### config.mk
export PLATFORM = sky130hd
export DESIGN_NAME = servo_pwm_array_flat
export DESIGN_NICKNAME = d
export VERILOG_FILES = /design/src/rtl/servo_pwm_if.sv /design/src/rtl/servo_pwm_array.sv /design/src/flat_wrapper.sv
export SDC_FILE = /design/constraint.sdc
export NUM_CORES = 1
export LEC_CHECK = 0
export ABC_AREA = 1
export CAP_MARGIN = 20
export CORE_ASPECT_RATIO = 1.75
export CORE_MARGIN = 1.5
export CORE_UTILIZATION = 61
export CTS_BUF_LIST = sky130_fd_sc_hd__clkbuf_8
export CTS_CLUSTER_DIAMETER = 80
export DETAILED_ROUTE_END_ITERATION = 12
export GPL_TIMING_DRIVEN = 0
export PLACE_DENSITY = 0.89
export SLEW_MARGIN = 20
export SYNTH_ARGS = -nofsm -noshare
export SYNTH_HDL_FRONTEND = slang
export SYNTH_SLANG_ARGS = --single-unit
export TNS_END_PERCENT = 10
### constraint.sdc
create_clock -name clk -period 2.79 [get_ports clk]
set_input_delay 0.558 -clock clk [delete_from_list [all_inputs] [get_ports clk]]
set_output_delay 0.558 -clock clk [all_outputs]
set_load 0.01 [all_outputs]
### src/rtl/servo_pwm_if.sv
// Servo PWM array bundle: command/enable inputs from the control path and
// frame-synchronous pulse outputs toward the servo/ESC pins.
interface servo_pwm_if #(
   parameter int N_CH = 3,
   parameter int W    = 11
);
   logic [N_CH*W-1:0] cmd_us;
   logic [N_CH-1:0]   cmd_valid;
   logic [N_CH-1:0]   ch_en;
   logic              safe_stop;
   logic [N_CH-1:0]   pwm;
   logic [N_CH*W-1:0] cur_us;
   logic              frame_start;

   modport master (
      output cmd_us, cmd_valid, ch_en, safe_stop,
      input  pwm, cur_us, frame_start
   );

   modport slave (
      input  cmd_us, cmd_valid, ch_en, safe_stop,
      output pwm, cur_us, frame_start
   );
endinterface

### src/rtl/servo_pwm_array.sv
// Multi-channel servo PWM generator: shared microsecond prescaler and frame
// counter, per-channel clamped targets, per-frame slew limiting and safe-stop.
module servo_pwm_array #(
   parameter int CLK_FREQ_HZ = 100_000_000,
   parameter int N_CH        = 3,
   parameter int W           = 11,
   parameter int FRAME_US    = 20000,
   parameter int MIN_US      = 1000,
   parameter int MAX_US      = 2000,
   parameter int NEUTRAL_US  = 1500,
   parameter int SLEW_US     = 10
) (
   input logic        clk,
   input logic        rst,
   servo_pwm_if.slave bus
);

   localparam int DIV = CLK_FREQ_HZ / 1_000_000;
   localparam int PW  = (DIV > 1) ? $clog2(DIV) : 1;
   localparam int CW  = $clog2(FRAME_US);
   localparam int XW  = CW + W;
   localparam logic signed [W:0] SLEW_S = (W+1)'(SLEW_US);

   logic [PW-1:0]             pre_cnt;
   logic [CW-1:0]             us_cnt;
   logic                      us_tick;
   logic                      wrap;
   logic                      frame_start_q;
   logic [N_CH-1:0][W-1:0]    tgt;
   logic [N_CH-1:0][W-1:0]    cur;
   logic [N_CH-1:0]           en_lat;
   logic [N_CH-1:0]           pwm_q;

   function automatic logic [W-1:0] clamp_us(input logic [W-1:0] v);
      logic [W-1:0] res;
      res = v;
      if (v < W'(MIN_US))
         res = W'(MIN_US);
      else if (v > W'(MAX_US))
         res = W'(MAX_US);
      return res;
   endfunction

   // Operands are already clamped, so the W+1 bit signed difference never wraps.
   function automatic logic [W-1:0] slew_step(input logic [W-1:0] from,
                                              input logic [W-1:0] to);
      logic signed [W:0] diff;
      logic [W-1:0]      res;
      diff = $signed({1'b0, to}) - $signed({1'b0, from});
      res  = to;
      if (SLEW_US != 0) begin
         if (diff > SLEW_S)
            res = from + W'(SLEW_US);
         else if (diff < -SLEW_S)
            res = from - W'(SLEW_US);
      end
      return res;
   endfunction

   assign us_tick = (pre_cnt == PW'(DIV - 1));
   assign wrap    = us_tick && (us_cnt == CW'(FRAME_US - 1));

   // Timebase: microsecond prescaler and frame counter
   always_ff @(posedge clk or negedge rst) begin
      if (!rst) begin
         pre_cnt       <= '0;
         us_cnt        <= '0;
         frame_start_q <= 1'b0;
      end else begin
         pre_cnt       <= us_tick ? '0 : pre_cnt + PW'(1);
         if (us_tick)
            us_cnt <= wrap ? '0 : us_cnt + CW'(1);
         frame_start_q <= wrap;
      end
   end

   // Per-channel state: targets capture any time, applied width and enable move
   // only on the wrap edge, where us_cnt >= cur keeps pwm low and avoids runts.
   always_ff @(posedge clk or negedge rst) begin
      if (!rst) begin
         for (int i = 0; i < N_CH; i++) begin
            tgt[i] <= W'(NEUTRAL_US);
            cur[i] <= W'(NEUTRAL_US);
         end
         en_lat <= '0;
         pwm_q  <= '0;
      end else begin
         for (int i = 0; i < N_CH; i++) begin
            if (bus.cmd_valid[i])
               tgt[i] <= clamp_us(bus.cmd_us[i*W +: W]);
            if (wrap) begin
               cur[i]    <= slew_step(cur[i], bus.safe_stop ? W'(NEUTRAL_US) : tgt[i]);
               en_lat[i] <= bus.ch_en[i];
            end
            pwm_q[i] <= en_lat[i] && ({{W{1'b0}}, us_cnt} < XW'({{CW{1'b0}}, cur[i]}));
         end
      end
   end

   assign bus.pwm         = pwm_q;
   assign bus.cur_us      = cur;
   assign bus.frame_start = frame_start_q;

endmodule

### src/flat_wrapper.sv
// flat-port wrapper written by rule: the top's interface ports become plain ports
module servo_pwm_array_flat 
#(
   parameter int CLK_FREQ_HZ = 100_000_000,
   parameter int N_CH        = 3,
   parameter int W           = 11,
   parameter int FRAME_US    = 20000,
   parameter int MIN_US      = 1000,
   parameter int MAX_US      = 2000,
   parameter int NEUTRAL_US  = 1500,
   parameter int SLEW_US     = 10
)
  (clk, rst, bus_cmd_us, bus_cmd_valid, bus_ch_en, bus_safe_stop, bus_pwm, bus_cur_us, bus_frame_start);
  servo_pwm_if #(.N_CH(N_CH), .W(W)) bus_i ();
  input logic clk;
  input logic rst;
  input wire logic [$bits(bus_i.cmd_us)-1:0] bus_cmd_us;
  input wire logic [$bits(bus_i.cmd_valid)-1:0] bus_cmd_valid;
  input wire logic [$bits(bus_i.ch_en)-1:0] bus_ch_en;
  input wire logic [$bits(bus_i.safe_stop)-1:0] bus_safe_stop;
  output wire logic [$bits(bus_i.pwm)-1:0] bus_pwm;
  output wire logic [$bits(bus_i.cur_us)-1:0] bus_cur_us;
  output wire logic [$bits(bus_i.frame_start)-1:0] bus_frame_start;
  assign bus_i.cmd_us = bus_cmd_us;
  assign bus_i.cmd_valid = bus_cmd_valid;
  assign bus_i.ch_en = bus_ch_en;
  assign bus_i.safe_stop = bus_safe_stop;
  assign bus_pwm = bus_i.pwm;
  assign bus_cur_us = bus_i.cur_us;
  assign bus_frame_start = bus_i.frame_start;
  servo_pwm_array #(.CLK_FREQ_HZ(CLK_FREQ_HZ), .N_CH(N_CH), .W(W), .FRAME_US(FRAME_US), .MIN_US(MIN_US), .MAX_US(MAX_US), .NEUTRAL_US(NEUTRAL_US), .SLEW_US(SLEW_US)) u_core (.clk(clk), .rst(rst), .bus(bus_i));
endmodule
After elaboration in Yosys (flattened, before gate mapping)

Index checks and enable logic that the tools add are counted.

Divide/modulo/power cells: 0
Magnitude comparators: 15
Reduce and logical (&&, ||, !) cells: 4
Muxes and demuxes: 17
Shift-type cells: 0
Multipliers: 0
Bitwise gates (word level): 0
Equality and inequality tests: 2
Add/sub/neg operators: 11

Operators by type and width:

| operator                                                                         | number |
|---|---|
| 11-bit two-way mux                                                               | 15 |
| 15-bit by 11-bit < comparator with 1-bit output                                  | 3 |
| 12-bit by 5-bit greater-than comparator with 1-bit output, second input constant | 3 |
| 12-bit by 5-bit < comparator with 1-bit output, second input constant            | 3 |
| 11-bit by 11-bit subtractor with 12-bit output                                   | 3 |
| 11-bit by 4-bit adder with 11-bit output, second input constant                  | 3 |
| 11-bit greater-than comparator, second input constant                            | 3 |
| 11-bit by 10-bit < comparator with 1-bit output, second input constant           | 3 |
| 11-bit by 4-bit subtractor with 11-bit output, second input constant             | 3 |
| 15-bit by 1-bit adder with 15-bit output, second input constant                  | 1 |
| 15-bit == test, second input constant                                            | 1 |
| 15-bit two-way mux                                                               | 1 |
| 7-bit by 1-bit adder with 7-bit output, second input constant                    | 1 |
| 7-bit == test, second input constant                                             | 1 |
| 7-bit two-way mux                                                                | 1 |
| 1-bit logical AND                                                                | 4 |

Memory bits (read-only): 0
Output and inout port bits: 37
Memories: 0
Bits in latches: 0
Bits in writable memories: 0
Word-level logic and storage cells: 60
Register bits after elaboration: 95
Input port bits: 42

Longest topological paths before layout

Gate-level depths: netlist of run 1.

Depth after elaboration: 5
Depth in mapped cells: 24
Depth with buffers taken out: 23

Least setup slack after synthesis of run 1

No wires, ideal clock.

Path kind: input port to flip-flop
Start point: in bus_safe_stop
End point: reg u_core.cur (netlist bit u_core.bus.cur_us[31])
Setup time: 0.117 ns
Path buffers: 3
Slack: -0.281 ns
Required time: 2.673 ns
Data arrival time: 2.954 ns
Stages on the path: 20
Cell sequence: clkbuf_1 clkbuf_1 nor2_1 inv_1 ha_1 inv_1 fa_1 nand2_2 nand2_2 nand3_1 nand2_1 xnor2_2 nor2_1 nand2_2 nand2_2 buf_4 nand2_1 nand3_1 nand3_1 nand2_1

Longest elaborated chain between the ends: 5
Elaborated cells on any way between the ends: 6
Those cells by class: add/sub: 1; order compare: 2; mux: 3

Ends and longest elaborated chain:

| element                                        | RTL line              | source |
|---|---|---|
| start, declared                                | flat_wrapper.sv:20    | `input wire logic [$bits(bus_i.safe_stop)-1:0] bus_safe_stop;` |
| 11-bit two-way mux (*)                         | servo_pwm_array.sv:92 | `cur[i] <= slew_step(cur[i], bus.safe_stop ? W'(NEUTRAL_US) : tgt[i]);` |
| 11-bit by 11-bit subtractor with 12-bit output | servo_pwm_array.sv:49 | `diff = $signed({1'b0, to}) - $signed({1'b0, from});` |
| 12-bit by 5-bit < comparator with 1-bit output | servo_pwm_array.sv:54 | `else if (diff < -SLEW_S)` |
| 11-bit two-way mux                             | servo_pwm_array.sv:54 |  |
| 11-bit two-way mux (*)                         | servo_pwm_array.sv:52 | `if (diff > SLEW_S)` |
| end signal, assigned by index                  | servo_pwm_array.sv:83 | `cur[i] <= W'(NEUTRAL_US);` |
| end signal, assigned by index                  | servo_pwm_array.sv:92 |  |
| end, declared                                  | servo_pwm_array.sv:30 | `logic [N_CH-1:0][W-1:0] cur;` |

Mark *: on every way between the ends. The rest lies on a longest branch, timed or not.
A chain may end at the register's enable or synchronous reset.

Worst setup path in the final report of run 1

Start point: reg u_core.tgt[5] (netlist name)
End point: reg u_core.cur (netlist bit u_core.bus.cur_us[7])

Longest elaborated chain between the ends: 5
Elaborated cells on any way between the ends: 6
Those cells by class: add/sub: 1; order compare: 2; mux: 3

Ends and longest elaborated chain:

| element                                            | RTL line              | source |
|---|---|---|
| start, declared                                    | servo_pwm_array.sv:29 | `logic [N_CH-1:0][W-1:0] tgt;` |
| start signal, assigned by index                    | servo_pwm_array.sv:82 | `tgt[i] <= W'(NEUTRAL_US);` |
| start signal, assigned by index                    | servo_pwm_array.sv:90 | `tgt[i] <= clamp_us(bus.cmd_us[i*W +: W]);` |
| 11-bit two-way mux (*)                             | servo_pwm_array.sv:92 |  |
| 11-bit by 11-bit subtractor with 12-bit output (*) | servo_pwm_array.sv:49 |  |
| 12-bit by 5-bit < comparator with 1-bit output     | servo_pwm_array.sv:54 |  |
| 11-bit two-way mux                                 | servo_pwm_array.sv:54 |  |
| 11-bit two-way mux (*)                             | servo_pwm_array.sv:52 |  |

Marks and branches as above.

==> qor.json, run 1 <==
{
  "gp_congestion": {"value": 0.988},
  "synth_area_per_cell": {"value": 6.56, "unit": "µm²"},
  "dr_total_vias": {"value": 9905},
  "starting_density_of_the_core": {"value": 0.619},
  "area_growth_syn_to_layout": {"value": 24.8, "unit": "%"},
  "grt_use_total": {"value": 0.341},
  "crit_buf_inv": {"value": 2},
  "ir_worst_vdd": {"value": 0.328, "unit": "mV"},
  "hpwlAfterDp": {"value": 19800, "unit": "µm"},
  "boundaryPins": {"value": 79},
  "rsz_0062_raised_after_global_routing": {"value": "yes"},
  "clock.fmax": {"value": 0.358, "unit": "GHz"},
  "hold_path.class": {"value": "input pin to async pin"},
  "die-width": {"value": 94.0, "unit": "µm"},
  "layout_min_cycle_time": {"value": 2.80, "unit": "ns"},
  "worstPathArrival": {"value": 3.11, "unit": "ns"},
  "core.rowCount": {"value": 58},
  "filler_cell_count": {"value": 1011},
  "failed_checks": {"value": "negative hold slack, negative setup slack"},
  "synth.largest_area_cell": {"value": "sky130_fd_sc_hd__dfrtp_1"},
  "synth_top_area_frac": {"value": 0.150},
  "fp.dieH": {"value": 162, "unit": "µm"},
  "drcViolationCount": {"value": 0},
  "leakagePower": {"value": 6.06, "unit": "nW"},
  "cell_pwr_density": {"value": 274, "unit": "nW/µm²"},
  "layout_setup_ws": {"value": -0.00533, "unit": "ns"},
  "slew-limit-headroom": {"value": 0.430},
  "clock_tree_from_tritoncts": {"value": "yes"},
  "grt_antenna_before_repair": {"value": 0},
  "worst_path_max_delay_cell": {"value": "sky130_fd_sc_hd__ha_1"},
  "worstSkewPairLatency": {"value": 0.39, "unit": "ns"},
  "final_hold_viol_count": {"value": 1},
  "crit_path_max_incr_delay": {"value": 0.38, "unit": "ns"},
  "number_of_clock_sinks": {"value": 95},
  "grt_first_pass_wirelength": {"value": 40700, "unit": "µm"},
  "instances_no_fill": {"value": 1667},
  "routed_via_density": {"value": 5.94},
  "timing.critical_path.cells": {"value": "inv_1, nor2_1, ha_1, a21oi_2, nor2_1, nor2_1, nand2_1, xnor2_1, nor2_1, nand2_4, nand2_4, clkbuf_16, nand2_1, nand3_1, a21oi_1"},
  "numPortBuffers": {"value": 75},
  "n_antenna_cell": {"value": 0},
  "crit_top_cell": {"value": "sky130_fd_sc_hd__nor2_1"},
  "dp.cells": {"value": 1604},
  "routed_wirelength": {"value": 28800, "unit": "µm"},
  "holdWs": {"value": -0.00147, "unit": "ns"},
  "worst_setup_path_end_kind": {"value": "register"},
  "number_of_buffers_on_the_longest_clock_path": {"value": 2},
  "first_global_vias": {"value": 8950},
  "root_buffer": {"value": "sky130_fd_sc_hd__clkbuf_8"},
  "outcome": {"value": "complete, but fails checks"},
  "finalClockSkew": {"value": 0.0129, "unit": "ns"},
  "syn_inst": {"value": 1348},
  "share_of_the_yosys_chip_area_belonging_to_registers": {"value": 0.275},
  "wirelength_per_cell": {"value": 17.3, "unit": "µm"},
  "post_drt_antenna_nets": {"value": 0},
  "design_area": {"value": 11000, "unit": "µm²"},
  "grt_overflow_total": {"value": 0},
  "fin_nets": {"value": 1598},
  "synth_fp_nets": {"value": 1464},
  "timing.setup.critical_path_class": {"value": "register to register"},
  "synth_area": {"value": 8850, "unit": "µm²"},
  "synth_warnings": {"value": 0},
  "yosysUniqueCellTypes": {"value": 49},
  "design.die.area": {"value": 15300, "unit": "µm²"},
  "startpoint_type": {"value": "register"},
  "core-area": {"value": 14300, "unit": "µm²"},
  "path_clk_slew": {"value": 0.11, "unit": "ns"},
  "drive_above_1_share": {"value": 0.160},
  "dpl_cell_area": {"value": 9920, "unit": "µm²"},
  "postSynthRegisterBits": {"value": 95},
  "first_iter_violations": {"value": 818},
  "ys_top_cells_by_area": {"value": "sky130_fd_sc_hd__dfrtp_1 15%, sky130_fd_sc_hd__nand2_1 15%, sky130_fd_sc_hd__dfstp_2 12%"},
  "grt_max_degree": {"value": 74},
  "critical-path-top-delay-family": {"value": "simple AND/OR/NAND/NOR gates"},
  "final_min_period_over_clock_period": {"value": 1.00},
  "cts.htree.levels": {"value": 3},
  "maxCapViolations": {"value": 0},
  "cts_inserted_buffers": {"value": 9},
  "drt_pre_antenna_iters": {"value": 8},
  "timing_max_transition_violations_final": {"value": 0},
  "cp_max_fo": {"value": 7},
  "crit_required": {"value": 3.10, "unit": "ns"},
  "worstMarginPinSlew": {"value": 0.855, "unit": "ns"},
  "report.final.setup_viol": {"value": 1},
  "finalCoreUtilization": {"value": 0.772}
}
[per-stage QoR]
| stage | setup TNS (ns) | power (mW) | worst slack [ns] |
|---|---|---|---|
| finish | -0.00533 | 3.02 | -0.00533 |
| global route | -2.06 | 3.14 | -0.160 |
| CTS | 0 | 2.93 | 0.00344 |
| detailed placement | -14.84 | 2.00 | -0.573 |
| global placement | -186.12 | 1.98 | -2.33 |
| floorplan | -0.00179 | 1.80 | -0.00179 |
[worst register-to-register path: stages (launching register included)]
cell	delay [ns]
sky130_fd_sc_hd__dfrtp_1	0.34
sky130_fd_sc_hd__inv_1	0.05
sky130_fd_sc_hd__nor2_1	0.33
sky130_fd_sc_hd__ha_1	0.38
sky130_fd_sc_hd__a21oi_2	0.25
sky130_fd_sc_hd__nor2_1	0.06
sky130_fd_sc_hd__nor2_1	0.08
sky130_fd_sc_hd__nand2_1	0.07
sky130_fd_sc_hd__xnor2_1	0.32
sky130_fd_sc_hd__nor2_1	0.14
sky130_fd_sc_hd__nand2_4	0.15
sky130_fd_sc_hd__nand2_4	0.10
sky130_fd_sc_hd__clkbuf_16	0.17
sky130_fd_sc_hd__nand2_1	0.06
sky130_fd_sc_hd__nand3_1	0.08
sky130_fd_sc_hd__a21oi_1	0.16
[cell type report]
| class | count | area (µm²) | area share |
|---|---|---|---|
| well taps | 180 | 225 | 0.0204 |
| flip-flops and latches | 95 | 2430 | 0.220 |
| inverters | 234 | 901 | 0.0816 |
| clock inverters | 7 | 73.8 | 0.00669 |
| plain buffers | 19 | 183 | 0.0165 |
| clock buffers | 9 | 124 | 0.0112 |
| repair buffers | 126 | 1230 | 0.112 |
| multi-input cells | 997 | 5870 | 0.532 |
[sequential cells by signal (all words and copies together) (netlist names)]
signal                  cells
u_core.pre_cnt              7
u_core.bus.pwm              3
u_core.bus.frame_start      1
u_core.en_lat               3
u_core.bus.cur_us          33
u_core.us_cnt              15
u_core.tgt                 33
[cells in the final DEF, fill, tap and decap left out, drive strengths merged, types with 2 or more instances in the layout]
| cell type | instances |
|---|---|
| o21ai | 31 |
| a211oi | 3 |
| a22oi | 2 |
| clkdlybuf4s50 | 74 |
| nand2 | 366 |
| clkbuf | 18 |
| o22ai | 9 |
| nor2 | 147 |
| a2111oi | 2 |
| ha | 71 |
| o22a | 2 |
| nand3 | 152 |
| nor3 | 20 |
| clkinv | 5 |
| o21bai | 6 |
| buf | 62 |
| a21oi | 73 |
| nand4 | 25 |
| dfrtp | 53 |
| a31oi | 4 |
| xnor2 | 8 |
| nor4 | 7 |
| inv | 234 |
| xor2 | 47 |
| dfstp | 42 |
| o211ai | 2 |
| nand3b | 9 |
| clkinvlp | 2 |
| fa | 3 |
[worst paths after layout]
path                       depth (start not counted)  slack, ns            from              endpoint
max                                               15     -0.005   u_core.tgt[5]  u_core.bus.cur_us[7]
min                                                1     -0.001             rst     u_core.bus.pwm[2]
max reg2reg                                       15     -0.005   u_core.tgt[5]  u_core.bus.cur_us[7]
min reg2reg                                        2       0.48  u_core.tgt[21]        u_core.tgt[21]
max in group asynchronous                          2       2.11             rst         u_core.tgt[3]
min in group clk                                   2       0.48  u_core.tgt[21]        u_core.tgt[21]
[routing by layer]
metal | track usage | wire, µm
met2 | 0.617 | 14800
met4 | 0.260 | 2350
met3 | 0.0543 | 2010
met5 | 0 | 0
met1 | 0.339 | 9600
[cells by family (layout without fill, tap and decap cells)]
group                    count (synthesis)  in the layout  share of synthesized area
AO/OA/AOI/OAI                          137            137                     0.0867
XOR/XNOR                                55             55                     0.0553
adder cells (fa/ha/maj)                 74             74                      0.107
buffers and inverters                  256            395                      0.115
flip-flops                              95             95                      0.275
AND/OR/NAND/NOR                        731            731                      0.361
[Yosys cell counts, drive strengths merged]
cell	number
o21a	1
or2	1
a31oi	4
fa	3
a22oi	2
o31ai	1
o22a	2
nand3b	9
buf	11
nand3	152
nor3	20
o21ai	31
a21oi	73
inv	231
o211ai	2
and3	1
nor4b	1
clkbuf	11
nor3b	1
xor2	47
a211oi	3
and2	1
o22ai	9
o21bai	6
a2111oi	2
ha	71
xnor2	8
clkinv	3
nor2	147
o211a	1
nand4	25
dfstp	42
nand2	366
dfrtp	53
nor4	7
[power by group]
part	internal [mW]	leakage [nW]	switching [mW]
Sequential	1.44	1.06	0.0220
Clock	0.354	0.101	0.587
Combinational	0.242	4.90	0.381
Total	2.03	6.06	0.991
[timing repair]
action	in CTS	in global routing
gates resized for setup	23	91
hold buffers	0	0
pin swaps	4	32
gates cloned	0	4
buffers inserted	3	43
setup endpoints to repair	33	33
(Power assumes the default switching activity.)
==> run 2: changes to the inputs <==
Settings changed: CTS_CLUSTER_DIAMETER 80 to 50.
==> results of run 2 <==
Same layout as run 1: the final DEF is identical, and so are final timing and power.
